## config.mk

```make
export PLATFORM = sky130hd
export DESIGN_NAME = pipeline_regs_if_id_ex_mem
export DESIGN_NICKNAME = d
export VERILOG_FILES = /design/src/rtl/pipeline_regs_if_id_ex_mem.sv
export SDC_FILE = /design/constraint.sdc
export NUM_CORES = 1
export LEC_CHECK = 0
export ABC_CLOCK_PERIOD_IN_PS = 21300
export CAP_MARGIN = 20
export CORE_AREA = 2 2 462 464
export CTS_CLUSTER_SIZE = 8
export DETAILED_ROUTE_END_ITERATION = 10
export DIE_AREA = 0 0 464 466
export SKIP_CTS_REPAIR_TIMING = 1
export SYNTH_ARGS = -nofsm -noshare
export SYNTH_HDL_FRONTEND = slang
export SYNTH_SLANG_ARGS = --single-unit
export TNS_END_PERCENT = 30
```

## constraint.sdc

```tcl
create_clock -name clk -period 21.3 [get_ports clk]
set_clock_uncertainty 0.05 [all_clocks]
set_input_delay 5.325 -clock clk [delete_from_list [all_inputs] [get_ports clk]]
set_output_delay 5.325 -clock clk [all_outputs]
set_load 0.05 [all_outputs]
```

## src/rtl/pipeline_regs_if_id_ex_mem.sv

```systemverilog
// IF/ID, ID/EX and EX/MEM pipeline latch banks for the five-stage CPU.
// Each group captures on its own enable and clears to an all-zero bubble on reset.
module pipeline_regs_if_id_ex_mem #(
    parameter int DW = 64,
    parameter int IW = 32,
    parameter int RW = 5
) (
    input  logic          clk,
    input  logic          rst,
    input  logic          en_if_id,
    input  logic          en_id_ex,
    input  logic          en_ex_mem,
    // IF/ID
    input  logic [IW-1:0] if_instr_d,
    output logic [IW-1:0] if_instr_q,
    input  logic [DW-1:0] if_pc_d,
    output logic [DW-1:0] if_pc_q,
    // ID/EX
    input  logic [DW-1:0] id_rd1_d,
    output logic [DW-1:0] id_rd1_q,
    input  logic [DW-1:0] id_rd2_d,
    output logic [DW-1:0] id_rd2_q,
    input  logic [DW-1:0] id_pc_d,
    output logic [DW-1:0] id_pc_q,
    input  logic [DW-1:0] id_imm_d,
    output logic [DW-1:0] id_imm_q,
    input  logic [RW-1:0] id_rn_d,
    output logic [RW-1:0] id_rn_q,
    input  logic [RW-1:0] id_rm_d,
    output logic [RW-1:0] id_rm_q,
    input  logic [RW-1:0] id_rd_d,
    output logic [RW-1:0] id_rd_q,
    input  logic [5:0]    id_ex_ctl_d,
    output logic [5:0]    id_ex_ctl_q,
    input  logic [4:0]    id_m_ctl_d,
    output logic [4:0]    id_m_ctl_q,
    input  logic [1:0]    id_wb_ctl_d,
    output logic [1:0]    id_wb_ctl_q,
    // EX/MEM
    input  logic [DW-1:0] ex_alu_d,
    output logic [DW-1:0] ex_alu_q,
    input  logic [DW-1:0] ex_wdata_d,
    output logic [DW-1:0] ex_wdata_q,
    input  logic [DW-1:0] ex_baddr_d,
    output logic [DW-1:0] ex_baddr_q,
    input  logic [RW-1:0] ex_rd_d,
    output logic [RW-1:0] ex_rd_q,
    input  logic [4:0]    ex_m_ctl_d,
    output logic [4:0]    ex_m_ctl_q,
    input  logic [1:0]    ex_wb_ctl_d,
    output logic [1:0]    ex_wb_ctl_q,
    input  logic [3:0]    ex_aluflags_d,
    output logic [3:0]    ex_aluflags_q,
    input  logic [3:0]    ex_regflags_d,
    output logic [3:0]    ex_regflags_q
);

    logic [IW-1:0] r_if_instr;
    logic [DW-1:0] r_if_pc;

    logic [DW-1:0] r_id_rd1, r_id_rd2, r_id_pc, r_id_imm;
    logic [RW-1:0] r_id_rn, r_id_rm, r_id_rd;
    logic [5:0]    r_id_ex_ctl;
    logic [4:0]    r_id_m_ctl;
    logic [1:0]    r_id_wb_ctl;

    logic [DW-1:0] r_ex_alu, r_ex_wdata, r_ex_baddr;
    logic [RW-1:0] r_ex_rd;
    logic [4:0]    r_ex_m_ctl;
    logic [1:0]    r_ex_wb_ctl;
    logic [3:0]    r_ex_aluflags, r_ex_regflags;

    // NOTE: non-blocking assignments so every group samples its d inputs as they
    // stood before the edge, independent of process ordering.
    always_ff @(posedge clk or posedge rst) begin
        if (rst) begin
            r_if_instr <= '0;
            r_if_pc    <= '0;
        end else if (en_if_id) begin
            r_if_instr <= if_instr_d;
            r_if_pc    <= if_pc_d;
        end
    end

    always_ff @(posedge clk or posedge rst) begin
        if (rst) begin
            r_id_rd1    <= '0;
            r_id_rd2    <= '0;
            r_id_pc     <= '0;
            r_id_imm    <= '0;
            r_id_rn     <= '0;
            r_id_rm     <= '0;
            r_id_rd     <= '0;
            r_id_ex_ctl <= '0;
            r_id_m_ctl  <= '0;
            r_id_wb_ctl <= '0;
        end else if (en_id_ex) begin
            r_id_rd1    <= id_rd1_d;
            r_id_rd2    <= id_rd2_d;
            r_id_pc     <= id_pc_d;
            r_id_imm    <= id_imm_d;
            r_id_rn     <= id_rn_d;
            r_id_rm     <= id_rm_d;
            r_id_rd     <= id_rd_d;
            r_id_ex_ctl <= id_ex_ctl_d;
            r_id_m_ctl  <= id_m_ctl_d;
            r_id_wb_ctl <= id_wb_ctl_d;
        end
    end

    // All-zero control fields make the reset state a bubble in MEM and WB.
    always_ff @(posedge clk or posedge rst) begin
        if (rst) begin
            r_ex_alu      <= '0;
            r_ex_wdata    <= '0;
            r_ex_baddr    <= '0;
            r_ex_rd       <= '0;
            r_ex_m_ctl    <= '0;
            r_ex_wb_ctl   <= '0;
            r_ex_aluflags <= '0;
            r_ex_regflags <= '0;
        end else if (en_ex_mem) begin
            r_ex_alu      <= ex_alu_d;
            r_ex_wdata    <= ex_wdata_d;
            r_ex_baddr    <= ex_baddr_d;
            r_ex_rd       <= ex_rd_d;
            r_ex_m_ctl    <= ex_m_ctl_d;
            r_ex_wb_ctl   <= ex_wb_ctl_d;
            r_ex_aluflags <= ex_aluflags_d;
            r_ex_regflags <= ex_regflags_d;
        end
    end

    assign if_instr_q    = r_if_instr;
    assign if_pc_q       = r_if_pc;

    assign id_rd1_q      = r_id_rd1;
    assign id_rd2_q      = r_id_rd2;
    assign id_pc_q       = r_id_pc;
    assign id_imm_q      = r_id_imm;
    assign id_rn_q       = r_id_rn;
    assign id_rm_q       = r_id_rm;
    assign id_rd_q       = r_id_rd;
    assign id_ex_ctl_q   = r_id_ex_ctl;
    assign id_m_ctl_q    = r_id_m_ctl;
    assign id_wb_ctl_q   = r_id_wb_ctl;

    assign ex_alu_q      = r_ex_alu;
    assign ex_wdata_q    = r_ex_wdata;
    assign ex_baddr_q    = r_ex_baddr;
    assign ex_rd_q       = r_ex_rd;
    assign ex_m_ctl_q    = r_ex_m_ctl;
    assign ex_wb_ctl_q   = r_ex_wb_ctl;
    assign ex_aluflags_q = r_ex_aluflags;
    assign ex_regflags_q = r_ex_regflags;

endmodule

```

# Yosys cells after proc, flatten, opt, wreduce, memory -nomap -nowiden
# Cells that the tools add are included.
[totals]
ff_bits = 592
latch_bits = 0
mem_bits_rw = 0
mem_bits_ro = 0
input_bits = 597
output_inout_bits = 592
elab_cells = 20
mem_count = 0
[op_classes]
add_sub_neg = 0
n_mul = 0
div = 0
n_lt_le_gt_ge = 0
eq_ne = 0
n_shift = 0
n_mux = 0
bitwise = 0
reduce_logical = 0

# Longest topological paths before layout
# Gate-level depths: netlist of run 1.
[logic_depth]
ltp_word = 0
depth_mapped = 4
depth_no_buf = 1

# Worst setup path after synthesis of run 1
# OpenSTA, ideal clock, no wires.
[synth_timing]
path_type = "input port to flip-flop"
from = "in en_ex_mem"
to = "reg r_ex_alu[0], in the netlist ex_alu_q[0]"
setup_ns = 0.125
arrival_ns = 6.075
required_time_ns = 21.125
path_slack_ns = 15.050
path_stages = 4
n_path_buf = 3
cell_sequence = "buf_2 buf_6 buf_6 mux2_4"
[synth_lines]
columns = ["element", "line_no", "source"]
rows = [
  ["start: declaration", "12", "input logic en_ex_mem,"],
  ["end signal: assignment", "123", "r_ex_alu <= ex_alu_d;"],
  ["end: declaration", "67", "logic [DW-1:0] r_ex_alu, r_ex_wdata, r_ex_baddr;"],
]
# No word-level cell between the ends.

==> impl_results.md, run 1 <==
- Cell count after synthesis: 1252
- Port buffer count: 1188
- Leakage power figure: 17.1 nW
- Time the worst path needs with I/O delays and setup: 7.98 ns
- Slew at the pin with the worst max-slew slack: 1.12 ns
- Area growth syn-to-layout: 72.9%
- Upper clock frequency limit: 125 MHz
- Unrepaired setup endpoints after global routing: false
- Top cell type by total area after synthesis: dfrtp_1
- Highest routing layer actually used: met5
- Max Buffers Root-to-Sink: 3
- Fraction of layout instances using a drive strength above 1: 28.5%
- Routed WL per cell: 22.2 um
- Sequential cell area: 14800 sq um
- Die outline width: 464 um
- Total GRT Usage: 10.6%
- Violation count after the first detailed-route iteration: 736
- Via density per instance: 2.99
- Total negative setup slack: 0 ns
- First-pass GRT wire length: 158000 um
- Mean cell area of the mapped netlist: 19.1 sq um
- Number of global-route vias before repair: 17600
- Setup slack after layout: 13.32 ns
- Maximum fanout count along the critical path: 74
- Period Utilization, post-route: 37.5%
- Sort of element at the end of the critical path: async pin
- # setup viols final: 0
- Die boundary height: 466 um
- Number of distinct library cells after synthesis: 8
- Die area: 216000 sq um
- Met3 WL post-DR: 16300 um
- Antenna Violating Nets Remaining: 0
- Final routed wirelength across all metal layers: 119000 um
- Share of the synthesized area in the top cell type: 62.1%
- Worst setup path class: in -> async
- Data required time of the critical path: 21.90 ns
- IO Pins: 1189
- Number of antenna violations at the first check in global routing: 62
- Number of inserted filler cells in the final layout: 22600
- Max Transition Viols Final: 0
- Clock tree from TritonCTS: done
- Clock edge transition at the registers on the reported setup and hold paths: 0.05 ns
- Worst setup slack after placement: 12.41 ns
- Worst EP arrival: 8.58 ns
- Total CTS buffers: 88
- Routed via count: 16000
- Flip-flop and latch count after synthesis: 592
- DRC: 0
- Post-synthesis instance area: 23900 sq um
- Maximum number of pins on one net before global-route repair: 116
- Finished Cell Area: 41300 sq um
- Starting density of the core: 11.3%
- Clock sink count: 592
- Floorplan row count: 169
- Synthesis Warnings: 0
- CTS H-tree depth: 3
- DPL Wire Length: 97700 um
- Run status: finished clean
- Category of the worst setup path launch point: input port
- Biggest area contributors in the synthesized netlist: dfrtp_1, mux2_4, mux2_2
- Global placer's final weighted congestion: 0.885
- Area of the core: 211000 sq um
- Latest clock arrival within the worst-skew pair: 0.67 ns
- Number of endpoints with negative hold slack in the final report: 0
- Class of the most critical hold timing path: reg -> reg
- Sequential element share of the synthesized area: 62.1%
- Met1 routed wirelength after detailed routing: 41600 um
- Max-cap violations: 0
- Area of the multi-input gates: 8320 sq um
- Power Dens Cells: 89.6 nW/um^2
- Share of the core filled with cells in the final layout: 19.5%
- Total grt overflow: 0
- Peak supply drop: 0.0000603 V
- Total nets after synthesis: 1849
- Placed cell areas: 38700 sq um
- Sum of met2 wire segment lengths after detailed routing: 56100 um
- Relative slew slack: 25.3%
- Number of optimization iterations in the first detailed-route pass: 4
- Root buffer cell: clkbuf_16
- Number of nets in the finished design: 3075
[registers in the layout (all words and copies together) (netlist names), 6 cells and up]
register     cells
ex_baddr_q      64
id_pc_q         64
id_imm_q        64
id_rd2_q        64
ex_wdata_q      64
ex_alu_q        64
id_rd1_q        64
if_pc_q         64
id_ex_ctl_q      6
if_instr_q      32
[where the power goes]
group          internal [mW]  switching (mW)  leakage, nW  total [mW]
combinational          0.433           0.621         8.95        1.05
clock                  0.795           0.530         1.23        1.32
sequential              1.24          0.0780         6.92        1.32
total                   2.47            1.23         17.1        3.70
[layout make-up]
| type | count | share of cell area (%) |
|---|---|---|
| sequential | 592 | 35.9 |
| timing repair buffer | 1203 | 29.2 |
| multi-input combinational | 592 | 20.2 |
| tap | 2821 | 8.55 |
| clock buffer | 100 | 5.52 |
| clock inverter | 13 | 0.543 |
| antenna | 21 | 0.127 |
| inverter | 1 | 0.0182 |
[placed cells by master (no fill, tap or decap), types with 2 or more instances in the layout]
cell / netlist / final
inv_6: 0 / 2
clkbuf_16: 0 / 89
clkbuf_1: 0 / 10
buf_12: 1 / 3
mux2_4: 440 / 440
clkdlybuf4s50_1: 0 / 1185
mux2_2: 152 / 152
dfrtp_1: 592 / 592
buf_4: 0 / 12
diode_2: 0 / 21
bufinv_16: 0 / 4
buf_8: 11 / 2
clkinv_2: 0 / 4
[logic make-up after synthesis]
kind of cell  synth area share, %
mux                          34.8
buf+inv                      3.10
flops                        62.1
[synthesized netlist by cell type (all sizes together)]
cell and number:
buf 67, dfrtp 592, inv 1, mux2 592
[worst max-delay path, cell delays in order]
cell,delay [ns]
clkdlybuf4s50_1,0.45
clkinvlp_4,0.53
buf_4,0.68
buf_4,0.57
buf_4,0.85
[worst paths after layout]
kind	from	endpoint	slack (ns)	cells past startpoint
max	rst	id_rd1_q[27]	13.32	5
min	if_pc_q[19]	if_pc_q[19]	0.45	1
max reg2reg	ex_alu_q[26]	ex_alu_q[26]	20.32	1
min reg2reg	if_pc_q[19]	if_pc_q[19]	0.45	1
max in group clk	en_id_ex	id_pc_q[57]	13.59	4
min in group asynchronous	rst	ex_alu_q[25]	5.10	2
[layer usage]
layer	GRT usage [%]	up-vias
met5	0	-
met3	6.28	191
met2	17.7	929
met1	11.0	7952
met4	4.03	44
li1	-	6883
[metrics by stage]
step	total power [mW]	std cells	hold slack [ns]
3_5_place_dp	2.40	5209	0.442
2_1_floorplan	1.94	1252	0.814
5_1_grt	3.85	5326	0.463
3_3_place_gp	2.40	5209	0.439
6_report	3.70	5343	0.449
4_1_cts	3.77	5322	0.456
No activity file was read; power rests on OpenSTA's default activity.
==> run 2, diff against run 1 <==
- ABC_CLOCK_PERIOD_IN_PS: 21300 -> 8280
- CORE_AREA: 2 2 462 464 -> 2 2 466 468
- DIE_AREA: 0 0 464 466 -> 0 0 468 470
- clock period: 21.3 -> 8.28 ns (I/O delays scaled with it)
==> impl_results.md, run 2 (synthesis gave the netlist of run 1 again) <==
- Run status: finished clean
- Number of antenna violations at the first check in global routing: 65
- Category of the worst setup path launch point: register
- IO Pins: 1189
- Relative slew slack: 27.3%
- Cell Count Post-Placement: 5245
- Leading cell types in the layout, fill and taps excluded: clkdlybuf4s50_1, dfrtp_1, mux2_4
- Minimum setup slack among reg-to-reg paths: 7.31 ns
- Die area: 220000 sq um
- FF-to-FF End: ex_baddr_q[22]
- Unrepaired setup endpoints after global routing: false
- Time the worst path needs with I/O delays and setup: 4.34 ns
- Worst-case hold path end point: if_pc_q[62]
- Setup slack after layout: 3.94 ns
- Total grt overflow: 0
- Area growth syn-to-layout: 73.7%
- Max-cap violations: 0
- CTS H-tree depth: 3
- Latest clock arrival within the worst-skew pair: 0.69 ns
- Slowest library cell on the worst path: clkdlybuf4s50_1
- Port buffer count: 1188
- Die boundary height: 470 um
- Violation count after the first detailed-route iteration: 557
- Die outline width: 468 um
- Fraction of layout instances using a drive strength above 1: 28.8%
- Reg2reg start: ex_baddr_q[22]
- Most frequent standard cell in the layout excluding fill and tap cells: clkdlybuf4s50_1
- Data required time of the critical path: 6.16 ns
- Worst EP arrival: 2.22 ns
- Max Buffers Root-to-Sink: 3
- Share of the core filled with cells in the final layout: 19.2%
- Routed via count: 15800
- Worst setup path class: reg -> out
- Clock sink count: 592
- # setup viols final: 0
- Sort of element at the end of the critical path: output pin
- Maximum number of pins on one net before global-route repair: 127
- Via density per instance: 2.95
- Root buffer cell: clkbuf_16
- Total GRT Usage: 10.1%
- Final routed wirelength across all metal layers: 115000 um
- Starting density of the core: 11.1%
- Non-filler cells in the finished layout: 5374
- Number of global-route vias before repair: 17500
- Upper clock frequency limit: 230 MHz
- Routed WL per cell: 21.4 um
- Fin Hold WS: 0.453 ns
- Number of inserted filler cells in the final layout: 23100
- Hold Startpoint: if_pc_q[62]
- Max Transition Viols Final: 0
- Peak supply drop: 0.000136 V
- Total CTS buffers: 89
- Pwr Total: 9.63 mW
- DRC: 0
- Slew at the pin with the worst max-slew slack: 1.09 ns
- Period Utilization, post-route: 52.5%
- Cell depth of the worst hold path: 1
- Area of the core: 216000 sq um
- Clock edge transition at the registers on the reported setup and hold paths: 0.05 ns
- Clock tree from TritonCTS: done
- Antenna Violating Nets Remaining: 0
- Worst r2r path cells: 1
- Largest delay contributor family on the critical path: buffers and inverters
- Global placer's final weighted congestion: 0.915
- Leakage power figure: 17.2 nW
- Worst setup slack after placement: 3.95 ns
- Floorplan row count: 171
- Cell Chain, Critical Path: clkdlybuf4s50_1
- Number of optimization iterations in the first detailed-route pass: 4
- Maximum fanout count along the critical path: 2
- CP Buf/Inv Count: 1
- Class of the most critical hold timing path: reg -> reg
- First-pass GRT wire length: 152000 um
- DPL Wire Length: 92800 um
- Number of nets in the finished design: 3079
- Delay of the slowest cell on the worst path: 1.18 ns
- Number of endpoints with negative hold slack in the final report: 0
- Power Dens Cells: 232 nW/um^2
run 2: area by class of cell:
cell class                 count  area, sq um  area share, %
timing repair buffer        1206        12100           29.2
multi-input combinational    592         8320           20.1
antenna                       15         37.5         0.0905
clock inverter                16          303          0.730
clock buffer                  98         2300           5.55
inverter                       1         7.51         0.0181
sequential                   592        14800           35.7
tap                         2854         3570           8.61
run 2: through the flow:
step | instance area (sq um) | TNS [ns]
detailed placement | 38800 | 0
floorplan | 23900 | -1131.51
finish | 41500 | 0
CTS | 41400 | 0
global route | 41400 | 0
global placement | 38800 | 0
run 2: worst max-delay path by stage:
stage	start	to	slack, ns	cells past startpoint
3_5_place_dp	rst	ex_wdata_q[60]	3.95	4
5_1_grt	if_pc_q[33]	if_pc_q[33]	3.79	1
6_report	if_pc_q[16]	if_pc_q[16]	3.94	1
3_3_place_gp	rst	ex_wdata_q[60]	3.96	4
4_1_cts	if_pc_q[13]	if_pc_q[13]	3.80	1
2_1_floorplan	rst	ex_alu_q[0]	-1.91	1
run 2: per-layer routing:
| metal | GRT usage, % | part of all wire, % | vias to the layer above |
|---|---|---|---|
| met5 | 0.0220 | 0.29 | - |
| met4 | 4.99 | 4.7 | 54 |
| met3 | 5.95 | 14 | 217 |
| met2 | 16.2 | 46 | 939 |
| met1 | 10.3 | 35 | 7767 |
| li1 | - | - | 6866 |
run 2: power by group:
group	switching [mW]	internal [mW]	total, mW
sequential	0.195	3.19	3.39
combinational	1.61	1.12	2.72
clock	1.42	2.11	3.53
